## src/rtl/pkt_deframer.sv

```systemverilog
// pkt_deframer: assembles MSB-first UART bytes into {hdr, loc, data, footer}
// packets, checks header/parity/range and writes good payloads to RAM.
module pkt_deframer #(
   parameter int         LOC_W   = 10,
   parameter int         DATA_W  = 8,
   parameter logic [2:0] HDR     = 3'b101,
   parameter int         DEPTH   = 20,
   parameter int         TIMEOUT = 8000,
   parameter int         CNT_W   = 16
) (
   input  logic              clk,
   input  logic              rst,
   input  logic              i_clear,
   input  logic [7:0]        i_rx_data,
   input  logic              i_rx_valid,
   output logic              o_wr_en,
   output logic [LOC_W-1:0]  o_wr_addr,
   output logic [DATA_W-1:0] o_wr_data,
   output logic [CNT_W-1:0]  o_pkt_count,
   output logic [CNT_W-1:0]  o_err_count,
   output logic              o_err_pulse,
   output logic [1:0]        o_err_code,
   output logic              o_frame_done,
   output logic              o_busy
);

   localparam int NB  = (6 + LOC_W + DATA_W) / 8;
   localparam int PW  = NB * 8 - 3;
   localparam int BW  = $clog2(NB + 1);
   localparam int TW  = $clog2(TIMEOUT + 1);
   localparam int LW1 = LOC_W + 1;

   localparam logic [BW-1:0]    NB_LAST = BW'(NB - 1);
   localparam logic [TW-1:0]    TO_LAST = TW'(TIMEOUT - 1);
   localparam logic [LOC_W:0]   DEPTH_L = LW1'(DEPTH);
   localparam logic [CNT_W-1:0] DEPTH_C = CNT_W'(DEPTH);

   localparam logic [1:0] S_HUNT    = 2'd0;
   localparam logic [1:0] S_COLLECT = 2'd1;
   localparam logic [1:0] S_CHECK   = 2'd2;

   localparam logic [1:0] E_HDR = 2'd0;
   localparam logic [1:0] E_FTR = 2'd1;
   localparam logic [1:0] E_RNG = 2'd2;
   localparam logic [1:0] E_TO  = 2'd3;

   logic [1:0]        r_state;
   logic [PW-1:0]     r_shift;
   logic [BW-1:0]     r_nb;
   logic [TW-1:0]     r_idle;
   logic              r_hold_v;
   logic [7:0]        r_hold;
   logic [CNT_W-1:0]  r_pkt;
   logic [CNT_W-1:0]  r_err;
   logic              r_done;
   logic              r_wr_en;
   logic [LOC_W-1:0]  r_wr_addr;
   logic [DATA_W-1:0] r_wr_data;
   logic              r_err_pulse;
   logic [1:0]        r_err_code;

   logic              w_bv;
   logic [7:0]        w_byte;
   logic              w_hdr_ok;
   logic              w_chk;
   logic              w_to;
   logic              w_start;
   logic              w_hdr_err;
   logic              w_consume;
   logic [PW-1:0]     w_shift_n;
   logic [LOC_W-1:0]  w_loc;
   logic [DATA_W-1:0] w_data;
   logic [2:0]        w_ftr;
   logic [2:0]        w_ftr_exp;
   logic              w_ftr_bad;
   logic              w_rng_bad;
   logic              w_good;
   logic              w_err;
   logic [1:0]        w_code;
   logic [CNT_W-1:0]  w_pkt_inc;
   logic [CNT_W-1:0]  w_err_inc;

   // A byte that could not be taken this cycle waits one cycle in r_hold.
   assign w_bv     = r_hold_v | i_rx_valid;
   assign w_byte   = r_hold_v ? r_hold : i_rx_data;
   assign w_hdr_ok = w_byte[7:5] == HDR;
   assign w_chk    = r_state == S_CHECK;
   assign w_to     = (r_state == S_COLLECT) && (r_idle == TO_LAST);

   assign w_start   = w_bv && w_hdr_ok &&
                      (r_state == S_HUNT || w_chk);
   assign w_hdr_err = w_bv && !w_hdr_ok && r_state == S_HUNT;
   assign w_consume = w_start || w_hdr_err ||
                      (w_bv && r_state == S_COLLECT && !w_to);

   // Header bits fall off the top; only loc/data/footer are kept.
   assign w_shift_n = (r_shift << 8) | PW'(w_byte);

   assign w_loc  = r_shift[PW-1 -: LOC_W];
   assign w_data = r_shift[DATA_W+2:3];
   assign w_ftr  = r_shift[2:0];

   assign w_ftr_exp = {^w_data, ^w_loc,
                       ^{w_data[DATA_W-1:DATA_W/2],
                         w_loc[LOC_W-1:LOC_W/2]}};

   assign w_ftr_bad = w_ftr != w_ftr_exp;
   assign w_rng_bad = {1'b0, w_loc} >= DEPTH_L;
   assign w_good    = w_chk && !w_ftr_bad && !w_rng_bad;
   assign w_err     = w_hdr_err || w_to ||
                      (w_chk && (w_ftr_bad || w_rng_bad));

   assign w_pkt_inc = &r_pkt ? r_pkt : r_pkt + CNT_W'(1);
   assign w_err_inc = &r_err ? r_err : r_err + CNT_W'(1);

   always_comb begin
      if (w_to)
         w_code = E_TO;
      else if (w_chk && w_ftr_bad)
         w_code = E_FTR;
      else if (w_chk)
         w_code = E_RNG;
      else
         w_code = E_HDR;
   end

   always_ff @(posedge clk or negedge rst) begin
      if (!rst) begin
         r_state     <= S_HUNT;
         r_shift     <= '0;
         r_nb        <= '0;
         r_idle      <= '0;
         r_hold_v    <= 1'b0;
         r_hold      <= '0;
         r_pkt       <= '0;
         r_err       <= '0;
         r_done      <= 1'b0;
         r_wr_en     <= 1'b0;
         r_wr_addr   <= '0;
         r_wr_data   <= '0;
         r_err_pulse <= 1'b0;
         r_err_code  <= '0;
      end else if (i_clear) begin
         r_state     <= S_HUNT;
         r_shift     <= '0;
         r_nb        <= '0;
         r_idle      <= '0;
         r_hold_v    <= 1'b0;
         r_pkt       <= '0;
         r_err       <= '0;
         r_done      <= 1'b0;
         r_wr_en     <= 1'b0;
         r_err_pulse <= 1'b0;
      end else begin
         r_wr_en     <= w_good;
         r_err_pulse <= w_err;

         if (w_good) begin
            r_wr_addr <= w_loc;
            r_wr_data <= w_data;
            r_pkt     <= w_pkt_inc;
            if (w_pkt_inc >= DEPTH_C)
               r_done <= 1'b1;
         end

         if (w_err) begin
            r_err      <= w_err_inc;
            r_err_code <= w_code;
         end

         if (w_consume)
            r_hold_v <= r_hold_v && i_rx_valid;
         else if (!r_hold_v)
            r_hold_v <= i_rx_valid;

         if (i_rx_valid && (w_consume == r_hold_v))
            r_hold <= i_rx_data;

         unique case (r_state)
            S_HUNT, S_CHECK: begin
               if (w_start) begin
                  r_shift <= w_shift_n;
                  r_nb    <= BW'(1);
                  r_idle  <= '0;
                  r_state <= (NB == 1) ? S_CHECK : S_COLLECT;
               end else begin
                  r_state <= S_HUNT;
               end
            end
            S_COLLECT: begin
               if (w_to) begin
                  r_state <= S_HUNT;
                  r_nb    <= '0;
                  r_idle  <= '0;
               end else if (w_bv) begin
                  r_shift <= w_shift_n;
                  r_nb    <= r_nb + BW'(1);
                  r_idle  <= '0;
                  if (r_nb == NB_LAST)
                     r_state <= S_CHECK;
               end else begin
                  r_idle <= r_idle + TW'(1);
               end
            end
            default: r_state <= S_HUNT;
         endcase
      end
   end

   assign o_wr_en      = r_wr_en;
   assign o_wr_addr    = r_wr_addr;
   assign o_wr_data    = r_wr_data;
   assign o_pkt_count  = r_pkt;
   assign o_err_count  = r_err;
   assign o_err_pulse  = r_err_pulse;
   assign o_err_code   = r_err_code;
   assign o_frame_done = r_done;
   assign o_busy       = r_state != S_HUNT;

endmodule
```

## config.mk

```make
export PLATFORM = sky130hd
export DESIGN_NAME = pkt_deframer
export DESIGN_NICKNAME = d
export VERILOG_FILES = /design/src/rtl/pkt_deframer.sv
export SDC_FILE = /design/constraint.sdc
export NUM_CORES = 1
export LEC_CHECK = 0
export CORE_MARGIN = 8
export CORE_UTILIZATION = 45
export DETAILED_ROUTE_END_ITERATION = 10
export PLACE_DENSITY = 0.67
export SYNTH_ARGS = -nofsm -noshare
export SYNTH_HDL_FRONTEND = slang
export SYNTH_SLANG_ARGS = --single-unit
```

## constraint.sdc

```tcl
create_clock -name clk -period 4.6 [get_ports clk]
set_input_delay 1.38 -clock clk [delete_from_list [all_inputs] [get_ports clk]]
set_output_delay 1.38 -clock clk [all_outputs]
set_load 0.05 [all_outputs]
```

======== After elaboration in Yosys (flattened, before gate mapping) ========
Index checks and enable logic that the tools add are counted.
operators by class
  $add $sub $neg .......................... 4
  $lt $le $gt $ge ......................... 2
  equal/unequal tests ..................... 13
  multiplexer cells ....................... 39
  bitwise logic cells ..................... 3
  reduce and logical (&&, ||, !) cells .... 44
operators by type and width
  cell                                                                                   count
  16-bit 2-to-1 mux                                                                      6
  21-bit 2-to-1 mux                                                                      4
  13-bit 2-to-1 mux                                                                      4
  21-bit one-hot mux with 2 select lines                                                 1
  16-bit by 1-bit adder with 16-bit output (second input constant)                       2
  16-bit AND reduction                                                                   2
  13-bit one-hot mux with 2 select lines                                                 1
  2-bit 2-to-1 mux                                                                       11
  21-bit by 8-bit OR with 21-bit output                                                  1
  16-bit by 5-bit greater-or-equal comparator with 1-bit output (second input constant)  1
  2-bit AND reduction                                                                    7
  13-bit by 1-bit adder with 13-bit output (second input constant)                       1
  13-bit == test (second input constant)                                                 1
  1-bit logical AND                                                                      13
  10-bit by 5-bit greater-or-equal comparator with 1-bit output (second input constant)  1
  10-bit parity                                                                          1
  1-bit 2-to-1 mux                                                                       9
  3-bit inequality test (second input constant)                                          3
  9-bit parity                                                                           1
  8-bit 2-to-1 mux                                                                       1
  2-bit one-hot mux with 2 select lines                                                  2
  2-bit nonzero test                                                                     4
  8-bit parity                                                                           1
  1-bit logical OR                                                                       6
  other kinds (17)                                                                       21
word-level totals
  register bits ........................... 102
  input bits .............................. 12
  output and inout bits ................... 56
  logic and storage cells ................. 119

======== Longest topological paths before layout ========
  depth in word-level cells ............... 10
  depth in mapped cells ................... 10
  mapped depth without buffers ............ 9

======== Least setup slack after synthesis ========
No wires, ideal clock.
  kind .................................... input to register
  start ................................... input i_rx_data[6]
  end ..................................... register r_err_code[1] (netlist: o_err_code[1])
  library setup time ...................... 0.125 ns
  arrival time ............................ 2.910 ns
  data required time ...................... 4.475 ns
  setup slack ............................. 1.565 ns
  cell stages on the path ................. 8
  path buffers ............................ 1
  path through ............................ mux2i_1 -> a21boi_1 -> nor4_1 -> a21o_1 -> or2_1 -> buf_2 -> and2_4 -> mux2_4
between the ends
  longest elaborated chain between the ends .. 8
ends and longest elaborated chain
  element                         line  source
  start, declared                 14    input logic [7:0] i_rx_data,
  8-bit 2-to-1 mux                85    assign w_byte = r_hold_v ? r_hold : i_rx_data;
  3-bit == test                   86    assign w_hdr_ok = w_byte[7:5] == HDR;
  1-bit zero test                 92    assign w_hdr_err = w_bv && !w_hdr_ok && r_state == S_HUNT;
  1-bit logical AND (2 in a row)  92
  1-bit logical OR (2 in a row)   110   assign w_err = w_hdr_err || w_to ||
  2-bit AND reduction (no line)   --
  end signal, assigned            168   r_err_code <= w_code;
  end, declared                   60    logic [1:0] r_err_code;
No other way between the ends.
A chain may end at the register's enable or synchronous reset.

======== Worst setup path after layout ========
  start ................................... input i_rx_data[6]
  end ..................................... register r_err[5] (netlist: o_err_count[5])
between the ends
  longest elaborated chain between the ends .. 9
ends and longest elaborated chain
  element                         line  source
  8-bit 2-to-1 mux                85
  3-bit == test                   86
  1-bit zero test                 92
  1-bit logical AND (2 in a row)  92
  1-bit logical OR (2 in a row)   110
  2-bit nonzero test (no line)    --
  2-bit AND reduction (no line)   --
  end signal, assigned            167   r_err <= w_err_inc;
  end, declared                   54    logic [CNT_W-1:0] r_err;
No other way between the ends.

==> results.toml <==
[outcome]
status = "finished clean"

[critical_path]
path_class = "in -> reg"
r2r_slack_ns = 1.48
cpLargestDelayFamily = "simple AND/OR/NAND/NOR gates"
cp_max_fo = 13
critical-path-slowest-cell = "or4b_2"
path_depth = 8
worstPathArrival_ns = 3.95
worstSetupStartpoint = "i_rx_data[6]"
cp_num_buf_inv = 1
max_stage_delay_ns = 0.72
r2r-start = "r_shift[19]"
reg2reg_to = "o_err_count[1]"
cp_cell_sequence = "clkdlybuf4s50_1, mux2i_1, a21boi_1, nor4_1, a21o_1, o21ai_1, or4b_2, nand2_1"
startpoint_type = "input pin"
worstPathRequired_ns = 4.88
end_kind = "register"
reg2reg_depth = 9
endpoint = "o_err_count[5]"

[synthesis]
syn_inst = 541
synth.most_common_cell = "dfrtp_1"
syn_nets = 565
synthDistinctLibCells = 67
async_flop_share = 1.00
synth_area_sq_um = 5430
synth_edf_count = 0
synth_area_leaders = "dfrtp_1, mux2_2, nand2_1, nand3_1, nor2_1"
ys_ff_latch = 102
synth_commonest_cells = "dfrtp_1, nand2_1, nor2_1"
synth-main-ff-cell = "dfrtp_1"
seq_area_frac_synth = 0.470
syn_avg_cell_area_sq_um = 10.0
synth_top_area_cell = "dfrtp_1"
synth.top_cell.area_share = 0.470
synth_warnings = 0

[clock_network]
cts_tree = "yes"
htree_num_levels = 3
post_cts_buffers = 0
cts_resized = 0
clk_pin_slew_ns = 0.07
clk_path_buf_depth = 2
insertion_delay_ns = 0.34
cts_hold_buf = 0
cts_inserted_buffers = 9
ctsRootBufferMaster = "clkbuf_16"
clock-sinks = 102

[run]
drv_cap = 0

[detailed_routing]
post-route-drc-count = 0
wl_per_cell_um = 16.2
final_antenna_net_count = 0
vias_per_cell = 5.50
dr.pass1.iters = 4
num_vias = 4129
drt-initial-drc-count = 319
routed_wl_um = 12200

[placed_design]
globalplace.congestion = 0.871
hpwl_um = 8730
io_buffers = 67

[global_routing]
track_usage = 0.158
grt_pass1_vias = 4022
grt_max_degree = 54
antenna_found_initial = 0
grt_pass1_wl_um = 20600
grt_overflow_total = 0

[layout]
antenna_cells = 0
area_growth_pct = 19.4
drive_gt1_frac = 0.0927
fin_util = 0.544
final_nets = 624

[power_and_ir_drop]
vdd_drop_max_uv = 156
p_leak_nw = 2.75
p_per_area_nw_per_um2 = 289

[timing]
tns_ns = 0
fin_worst_skew_ns = 0.00553
min_period_over_period = 0.797
finalCriticalPeriod_ns = 3.67
timing.fmax_mhz = 273
rsz0062_at_grt = "no"
maxSlewViolCount = 0
hold_viol_final = 0
final-setup-viol-count = 0
relSlewSlack = 0.425
tightestPinTransition_ns = 0.863

[floorplan]
ios = 68
fp.dieW_um = 126
start_util = 0.456
coreArea_sq_um = 11900
die_h_um = 126
die-area_sq_um = 15800
rows = 40

[hold_path]
hp-start = "o_wr_addr[0]"
hp-class = "reg -> reg"
[layout by cell type (no fill, tap or decap), drive strengths merged, types with 3 or more instances in the layout]
cell,synthesis,routed
a211oi,3,3
and3,9,9
mux2,29,29
clkinv,1,5
nor2,44,44
dfrtp,102,102
clkbuf,20,11
a21oi,20,20
xnor2,17,17
nor3,13,13
o21a,4,4
a311oi,3,3
o31ai,13,13
and2,7,7
buf,6,8
nand2,59,59
inv,17,17
xor2,18,18
or3,10,10
nor4,4,4
clkdlybuf4s50,0,66
or4,3,3
xor3,3,3
mux2i,12,12
nand3,36,36
nand4,9,9
o211ai,4,4
o21ai,29,29
ha,12,12
a22o,3,3
[area by class of cell]
cell class | count | area, sq um
Timing Repair Buffer | 74 | 721
Clock inverter | 4 | 23.8
Fill cell | 1072 | 5430
Tap cell | 147 | 184
Multi-Input combinational cell | 395 | 2690
Sequential cell | 102 | 2550
Inverter | 18 | 67.6
Clock buffer | 11 | 243
[registers in the layout, summed over array words and instances, names as in the netlist]
name,count
o_err_code,2
o_err_count,16
o_err_pulse,1
o_frame_done,1
o_pkt_count,16
o_wr_addr,10
o_wr_data,8
o_wr_en,1
r_hold,8
r_hold_v,1
r_idle,13
r_nb,2
r_shift,21
r_state,2
[worst min-delay path by stage]
stage | endpoint | slack [ns] | depth (start not counted)
after global routing | o_wr_addr[0] | 0.50 | 1
after detailed placement | o_wr_addr[0] | 0.48 | 1
after global placement | o_wr_addr[0] | 0.47 | 1
after floorplan | r_shift[15] | 0.46 | 2
final | o_wr_addr[0] | 0.49 | 1
after CTS | o_wr_addr[0] | 0.49 | 1
[logic make-up after synthesis]
group / count (synthesis) / share of synthesized area
AO/OA/AOI/OAI: 97 / 0.120
AND/OR/NAND/NOR: 204 / 0.184
multiplexers: 41 / 0.0830
XOR/XNOR: 40 / 0.0793
buffers and inverters: 44 / 0.0339
flip-flops: 102 / 0.470
adder cells (fa/ha/maj): 13 / 0.0295
[stage by stage]
step / hold WS (ns) / setup WS [ns] / power (mW) / area (sq um) / cells
after floorplan: 0.463 / 1.56 / 1.12 / 5430 / 541
after global placement: 0.467 / 0.651 / 1.19 / 6220 / 736
after detailed placement: 0.475 / 0.600 / 1.19 / 6220 / 736
after CTS: 0.491 / 0.954 / 1.89 / 6480 / 751
after global routing: 0.502 / 0.774 / 1.95 / 6480 / 751
final: 0.487 / 0.932 / 1.87 / 6480 / 751
[report_power, final]
part           switching, mW  internal, mW
Sequential            0.0233         0.919
Clock                  0.324         0.377
Combinational          0.133        0.0979
[metal layers]
metal,global-route usage,up-vias,part of all wire
li1,-,2041,-
met1,0.214,2017,0.48
met3,0.0371,9,0.045
met2,0.246,62,0.46
met5,0,-,0
met4,0.0474,0,0.011
(Power assumes the default switching activity.)
